`src/rtl/control_unit.sv`:
```
`default_nettype none
// ============================================================================
// Module   : control_unit
// Brief    : Microcode sequencer of the 8-bit CPU. Tracks the T-state,
//            decodes the opcode nibble and drives the 16-bit control word.
// Revision : 1.0  initial release
// ============================================================================
module control_unit #(
   parameter int STEP_WIDTH = 3
) (
   input  logic                  i_clk,
   input  logic                  i_reset,
   input  logic                  i_clke,
   input  logic [3:0]            i_opcode,
   input  logic                  i_flag_c,
   input  logic                  i_flag_z,
   output logic [STEP_WIDTH-1:0] o_step,
   output logic                  o_halted,
   output logic                  o_hlt,
   output logic                  o_mi,
   output logic                  o_ri,
   output logic                  o_ro,
   output logic                  o_io,
   output logic                  o_ii,
   output logic                  o_ai,
   output logic                  o_ao,
   output logic                  o_eo,
   output logic                  o_su,
   output logic                  o_bi,
   output logic                  o_oi,
   output logic                  o_ce,
   output logic                  o_co,
   output logic                  o_j,
   output logic                  o_fi
);

   // T-state encoding; the step counter is the sequencer state
   localparam logic [STEP_WIDTH-1:0] c_step_t0  = STEP_WIDTH'(0);
   localparam logic [STEP_WIDTH-1:0] c_step_t1  = STEP_WIDTH'(1);
   localparam logic [STEP_WIDTH-1:0] c_step_t2  = STEP_WIDTH'(2);
   localparam logic [STEP_WIDTH-1:0] c_step_t3  = STEP_WIDTH'(3);
   localparam logic [STEP_WIDTH-1:0] c_step_t4  = STEP_WIDTH'(4);
   localparam logic [STEP_WIDTH-1:0] c_step_one = STEP_WIDTH'(1);

   // Control word bit assignments
   localparam logic [15:0] c_cw_hlt = 16'h8000;
   localparam logic [15:0] c_cw_mi  = 16'h4000;
   localparam logic [15:0] c_cw_ri  = 16'h2000;
   localparam logic [15:0] c_cw_ro  = 16'h1000;
   localparam logic [15:0] c_cw_io  = 16'h0800;
   localparam logic [15:0] c_cw_ii  = 16'h0400;
   localparam logic [15:0] c_cw_ai  = 16'h0200;
   localparam logic [15:0] c_cw_ao  = 16'h0100;
   localparam logic [15:0] c_cw_eo  = 16'h0080;
   localparam logic [15:0] c_cw_su  = 16'h0040;
   localparam logic [15:0] c_cw_bi  = 16'h0020;
   localparam logic [15:0] c_cw_oi  = 16'h0010;
   localparam logic [15:0] c_cw_ce  = 16'h0008;
   localparam logic [15:0] c_cw_co  = 16'h0004;
   localparam logic [15:0] c_cw_j   = 16'h0002;
   localparam logic [15:0] c_cw_fi  = 16'h0001;

   // Opcodes
   localparam logic [3:0] c_op_lda = 4'b0001;
   localparam logic [3:0] c_op_add = 4'b0010;
   localparam logic [3:0] c_op_sub = 4'b0011;
   localparam logic [3:0] c_op_sta = 4'b0100;
   localparam logic [3:0] c_op_ldi = 4'b0101;
   localparam logic [3:0] c_op_jmp = 4'b0110;
   localparam logic [3:0] c_op_jc  = 4'b0111;
   localparam logic [3:0] c_op_jz  = 4'b1000;
   localparam logic [3:0] c_op_out = 4'b1110;
   localparam logic [3:0] c_op_hlt = 4'b1111;

   logic [STEP_WIDTH-1:0] r_step;
   logic                  r_halted;
   logic [STEP_WIDTH-1:0] w_next_step;
   logic                  w_next_halted;
   logic [STEP_WIDTH-1:0] w_step_inc;
   logic [15:0]           w_word;

   // Microcode ROM: control word for a given step, opcode and flag state
   function automatic logic [15:0] f_ctrl_word(
      input logic [STEP_WIDTH-1:0] step,
      input logic [3:0]            op,
      input logic                  flag_c,
      input logic                  flag_z
   );
      logic [15:0] word;
      word = 16'h0000;
      case (step)
         c_step_t0: word = c_cw_co | c_cw_mi;
         c_step_t1: word = c_cw_ro | c_cw_ii | c_cw_ce;
         c_step_t2: begin
            case (op)
               c_op_lda, c_op_add, c_op_sub, c_op_sta: word = c_cw_io | c_cw_mi;
               c_op_ldi: word = c_cw_io | c_cw_ai;
               c_op_jmp: word = c_cw_io | c_cw_j;
               c_op_jc:  word = flag_c ? (c_cw_io | c_cw_j) : 16'h0000;
               c_op_jz:  word = flag_z ? (c_cw_io | c_cw_j) : 16'h0000;
               c_op_out: word = c_cw_ao | c_cw_oi;
               c_op_hlt: word = c_cw_hlt;
               default:  word = 16'h0000;
            endcase
         end
         c_step_t3: begin
            case (op)
               c_op_lda:           word = c_cw_ro | c_cw_ai;
               c_op_add, c_op_sub: word = c_cw_ro | c_cw_bi;
               c_op_sta:           word = c_cw_ao | c_cw_ri;
               default:            word = 16'h0000;
            endcase
         end
         c_step_t4: begin
            case (op)
               c_op_add: word = c_cw_eo | c_cw_ai | c_cw_fi;
               c_op_sub: word = c_cw_eo | c_cw_ai | c_cw_su | c_cw_fi;
               default:  word = 16'h0000;
            endcase
         end
         default: word = 16'h0000;
      endcase
      return word;
   endfunction

   assign w_step_inc = r_step + c_step_one;

   // State register: reset and advance only on enabled edges
   always_ff @(posedge i_clk) begin
      if (i_clke) begin
         if (i_reset) begin
            r_step   <= c_step_t0;
            r_halted <= 1'b0;
         end else begin
            r_step   <= w_next_step;
            r_halted <= w_next_halted;
         end
      end
   end

   // Next-state: skip to T0 early when the following microstep is empty
   always_comb begin
      w_next_step   = r_step;
      w_next_halted = r_halted;
      if (!r_halted) begin
         case (r_step)
            c_step_t0: w_next_step = c_step_t1;
            // IR is loaded on this edge, so the opcode cannot be looked ahead
            c_step_t1: w_next_step = c_step_t2;
            c_step_t2, c_step_t3: begin
               if ((r_step == c_step_t2) && (i_opcode == c_op_hlt)) begin
                  w_next_halted = 1'b1;
               end else if (f_ctrl_word(w_step_inc, i_opcode, i_flag_c, i_flag_z) == 16'h0000) begin
                  w_next_step = c_step_t0;
               end else begin
                  w_next_step = w_step_inc;
               end
            end
            default: w_next_step = c_step_t0;
         endcase
      end
   end

   // Output decode: halted state forces a lone HLT
   always_comb begin
      w_word = f_ctrl_word(r_step, i_opcode, i_flag_c, i_flag_z);
      if (r_halted) begin
         w_word = c_cw_hlt;
      end
   end

   assign o_step   = r_step;
   assign o_halted = r_halted;
   assign {o_hlt, o_mi, o_ri, o_ro, o_io, o_ii, o_ai, o_ao,
           o_eo, o_su, o_bi, o_oi, o_ce, o_co, o_j, o_fi} = w_word;

endmodule
`default_nettype wire

```
`config.mk`:
```
export PLATFORM = sky130hd
export DESIGN_NAME = control_unit
export DESIGN_NICKNAME = d
export VERILOG_FILES = /design/src/rtl/control_unit.sv
export SDC_FILE = /design/constraint.sdc
export NUM_CORES = 1
export LEC_CHECK = 0
export CAP_MARGIN = 20
export CORE_MARGIN = 10
export CORE_UTILIZATION = 42
export CTS_CLUSTER_DIAMETER = 50
export CTS_CLUSTER_SIZE = 16
export DETAILED_ROUTE_END_ITERATION = 12
export MAX_ROUTING_LAYER = met4
export PLACE_DENSITY = 0.84
export SLEW_MARGIN = 30
export SYNTH_ARGS = -nofsm -noshare
export SYNTH_HDL_FRONTEND = slang
export SYNTH_SLANG_ARGS = --single-unit
```
`constraint.sdc`:
```
create_clock -name i_clk -period 2.7 [get_ports i_clk]
set_input_delay 0.675 -clock i_clk [delete_from_list [all_inputs] [get_ports i_clk]]
set_output_delay 0.675 -clock i_clk [all_outputs]
set_load 0.01 [all_outputs]
```
==> reports/qor.txt <==
========================================================================================================
Total I/O pin count .......................................................................           29
Count of TritonRoute iterations in the first routing pass .................................            4
Filler cell count in the final layout .....................................................          113
Number of synthesized flops with an enable pin ............................................            4
Die Area ..................................................................................     3675 µm²
Port Buf Inserts ..........................................................................           28
Post-Synthesis Cell Area ..................................................................    693.2 µm²
Worst Setup Start Kind ....................................................................   input port
Vias per Instance .........................................................................        5.795
H-tree depth ..............................................................................            1
Total via count after detailed routing ....................................................          875
Final period demand of the worst path .....................................................     2.691 ns
Total CTS buffers .........................................................................            3
Width of the die ..........................................................................     60.63 µm
Number of pins exceeding their max-slew limit in the final report .........................            0
PwrDens ................................................................................... 263.5 nW/µm²
Number of hold violations in the final report .............................................            0
Pwr Total .................................................................................  0.0003043 W
Part of the cycle the worst path needs ....................................................       0.9965
Worst Setup Slack post-DPL ................................................................   -0.3942 ns
Sequential element share of the synthesized area ..........................................       0.1733
Max transition margin .....................................................................       0.7779
Root Buffer ............................................................................... sky130_fd_sc_hd__clkbuf_4
Number of distinct standard cells referenced by the synthesized netlist ...................           35
Worst IR drop on VDD ......................................................................    0.2027 mV
Post-Route Setup TNS ......................................................................         0 ns
Post-synthesis instance total .............................................................           91
1st-iter DRT viols ........................................................................           36
Launch instance of the worst register-to-register path ....................................    o_step[0]
Critical Path Sink Type ................................................................... primary output
Number of cell rows .......................................................................           14
Cell type with the highest aggregate area in the netlist .................................. sky130_fd_sc_hd__edfxtp_1
Overall fraction of global-route tracks in use ............................................       0.1384
Final setup slack of the worst path .......................................................  0.009345 ns
Setup violators final .....................................................................            0
Largest clock skew in the final design ....................................................  0.002985 ns
CTS Buffer Depth ..........................................................................            2
Wire length of the first global-routing pass ..............................................      3898 µm
Number of clock sinks .....................................................................            4
Yosys top cell area share .................................................................       0.1733
Initial standard-cell utilization of the core .............................................       0.4497
Layout overhead on the synthesized area ...................................................       66.61%
Worst Path Arrival ........................................................................      2.02 ns
Clock latency at the later pin of the worst-skew pair .....................................      0.26 ns
Clock tree from TritonCTS .................................................................         done
Mean cell area of the mapped netlist ......................................................    7.617 µm²
Final Routed Wirelength ...................................................................      2605 µm
Number of global-route vias before repair .................................................          858
CP startpoint .............................................................................  i_opcode[3]
Final #Nets ...............................................................................          153
Routability Congestion ....................................................................       0.8482
Static leakage power ......................................................................    0.5501 nW
RSZ-0062 raised after global routing ......................................................          yes
Flip-flop cell with the highest count after synthesis ..................................... sky130_fd_sc_hd__edfxtp_1
Ratio of cells with drive above 1 in the final layout .....................................       0.3037
Antenna-violating nets left ...............................................................            0
Diodes inserted ...........................................................................            0
Class of the most critical hold timing path ...............................................   reg -> reg
Startpoint of the most critical hold path .................................................    o_step[0]
Crit Path Class ...........................................................................    in -> out
Chip Height ...............................................................................     60.63 µm
Net count after synthesis .................................................................          107
Maximum number of pins on one net before global-route repair ..............................           11
Count of warnings emitted by yosys ........................................................            0
Total half-perimeter wirelength after legalization and detailed placement .................      1948 µm
Run status ................................................................................ finished, final reports clean
Slew at the pin closest to its max-slew limit .............................................    0.3325 ns
Max Freq ..................................................................................    371.7 MHz
Biggest area contributors in the synthesized netlist ...................................... sky130_fd_sc_hd__edfxtp_1 (17%), sky130_fd_sc_hd__ha_1 (13%), sky130_fd_sc_hd__nor2b_1 (6.3%)
Flip-flop and latch count after synthesis .................................................            4
Count of unresolved DRC violations after routing ..........................................            0
Max-cap check violation count .............................................................            0
Post-CTS clock slew at the launch and capture registers of the worst setup and hold paths .      0.04 ns
Placeable Area ............................................................................     1541 µm²
Largest driver fanout on the critical path ................................................            8
Average wire length per cell after detail routing .........................................     17.25 µm
Antenna violations before repair ..........................................................            0
Required time reported for the critical path endpoint .....................................      2.03 ns
Share of flip-flops with an asynchronous set or reset after synthesis .....................            0
Total gr overflow .........................................................................            0
========================================================================================================
==> what timing repair did <==
action                                 CTS  global route
hold buffers                             0             0
setup buffers                            0             2
pin swaps                                0             1
setup endpoints to repair               15             7
resized for setup                       29            11
endpoints found under the hold margin    0             0
==> placed cells by master (no fill, tap or decap), types with 3 or more instances in the layout <==
cell type and n:
sky130_fd_sc_hd__inv_1 4, sky130_fd_sc_hd__nor2b_1 5, sky130_fd_sc_hd__nor2_1 8, sky130_fd_sc_hd__buf_4 19
sky130_fd_sc_hd__nand3_1 4, sky130_fd_sc_hd__nand4_1 3, sky130_fd_sc_hd__clkdlybuf4s50_1 11, sky130_fd_sc_hd__clkdlybuf4s15_2 3
sky130_fd_sc_hd__nor3_1 4, sky130_fd_sc_hd__o21ai_1 3, sky130_fd_sc_hd__dlygate4sd2_1 10, sky130_fd_sc_hd__a21oi_1 8
sky130_fd_sc_hd__edfxtp_1 4, sky130_fd_sc_hd__ha_1 4, sky130_fd_sc_hd__clkbuf_4 3, sky130_fd_sc_hd__nand2_1 4
sky130_fd_sc_hd__nand2b_1 4
==> worst max-delay path, stage by stage <==
cell                              delay [ns]
sky130_fd_sc_hd__clkdlybuf4s15_2        0.27
sky130_fd_sc_hd__nor2_4                 0.15
sky130_fd_sc_hd__nand4_1                0.14
sky130_fd_sc_hd__nor2_2                 0.13
sky130_fd_sc_hd__and2_1                 0.13
sky130_fd_sc_hd__clkdlybuf4s50_1        0.53
==> registers in the layout (all words and copies together) (netlist names) <==
| signal | cells |
|---|---|
| o_halted | 1 |
| o_step | 3 |
==> synthesized netlist by cell type (all sizes together), types with 2 or more instances <==
cell and n:
nand2 4, nand3b 2, a21oi 8, o21bai 2, edfxtp 4, nand4 3
buf 5, nand3 4, and3 2, nor2 11, inv 4, nor3 5
nand2b 4, nor2b 7, o21ai 5, ha 7
==> routing by layer <==
metal,global-route usage,vias to the layer above,wire length [µm]
li1,-,411,-
met1,0.1462,403,951
met2,0.2227,49,1333
met3,0.03967,12,236
met4,0.08464,0,84
met5,-,-,0
==> logic make-up after synthesis <==
| kind of cell | Yosys count | synth area share |
|---|---|---|
| AOI/OAI and AO/OA | 20 | 0.1913 |
| adders and majority gates | 7 | 0.1263 |
| buffers and inverters | 10 | 0.08301 |
| DFF | 4 | 0.1733 |
| muxes | 2 | 0.03069 |
| and+or+nand+nor | 48 | 0.3953 |
==> path summary, 6_finish.rpt <==
kind | to | slack [ns] | cells after the start
max | o_su | 0.009 | 6
min | o_step[0] | 0.74 | 2
max reg2reg | o_step[1] | 0.58 | 8
min reg2reg | o_step[0] | 0.74 | 2
==> where the power goes <==
part | switching, W | total (W) | internal (W)
combinational | 0.0000679 | 0.000137 | 0.0000692
clock | 0.0000385 | 0.0000891 | 0.0000507
sequential | 0.00000520 | 0.0000781 | 0.0000729
total | 0.000112 | 0.000304 | 0.000193
==> layout make-up <==
cell class,count,area (µm²),share of cell area
Sequential cell,4,120.1,0.1040
Inverter,4,15.01,0.01300
Tap cell,16,20.02,0.01733
Clock buffer,3,22.52,0.01950
Timing Repair Buffer,47,409.1,0.3543
Multi-Input combinational cell,77,568.0,0.4919
==> through the flow <==
stage	area, µm²	instances	hold slack (ns)	utilization
finish	1155	151	0.7381	0.7492
global route	1155	151	0.7577	0.7492
CTS	1121	149	0.7377	0.7273
detailed placement	1079	146	0.7109	0.6997
global placement	1079	146	0.6961	0.6997
floorplan	693.2	91	0.7150	-
(Power assumes the default switching activity.)
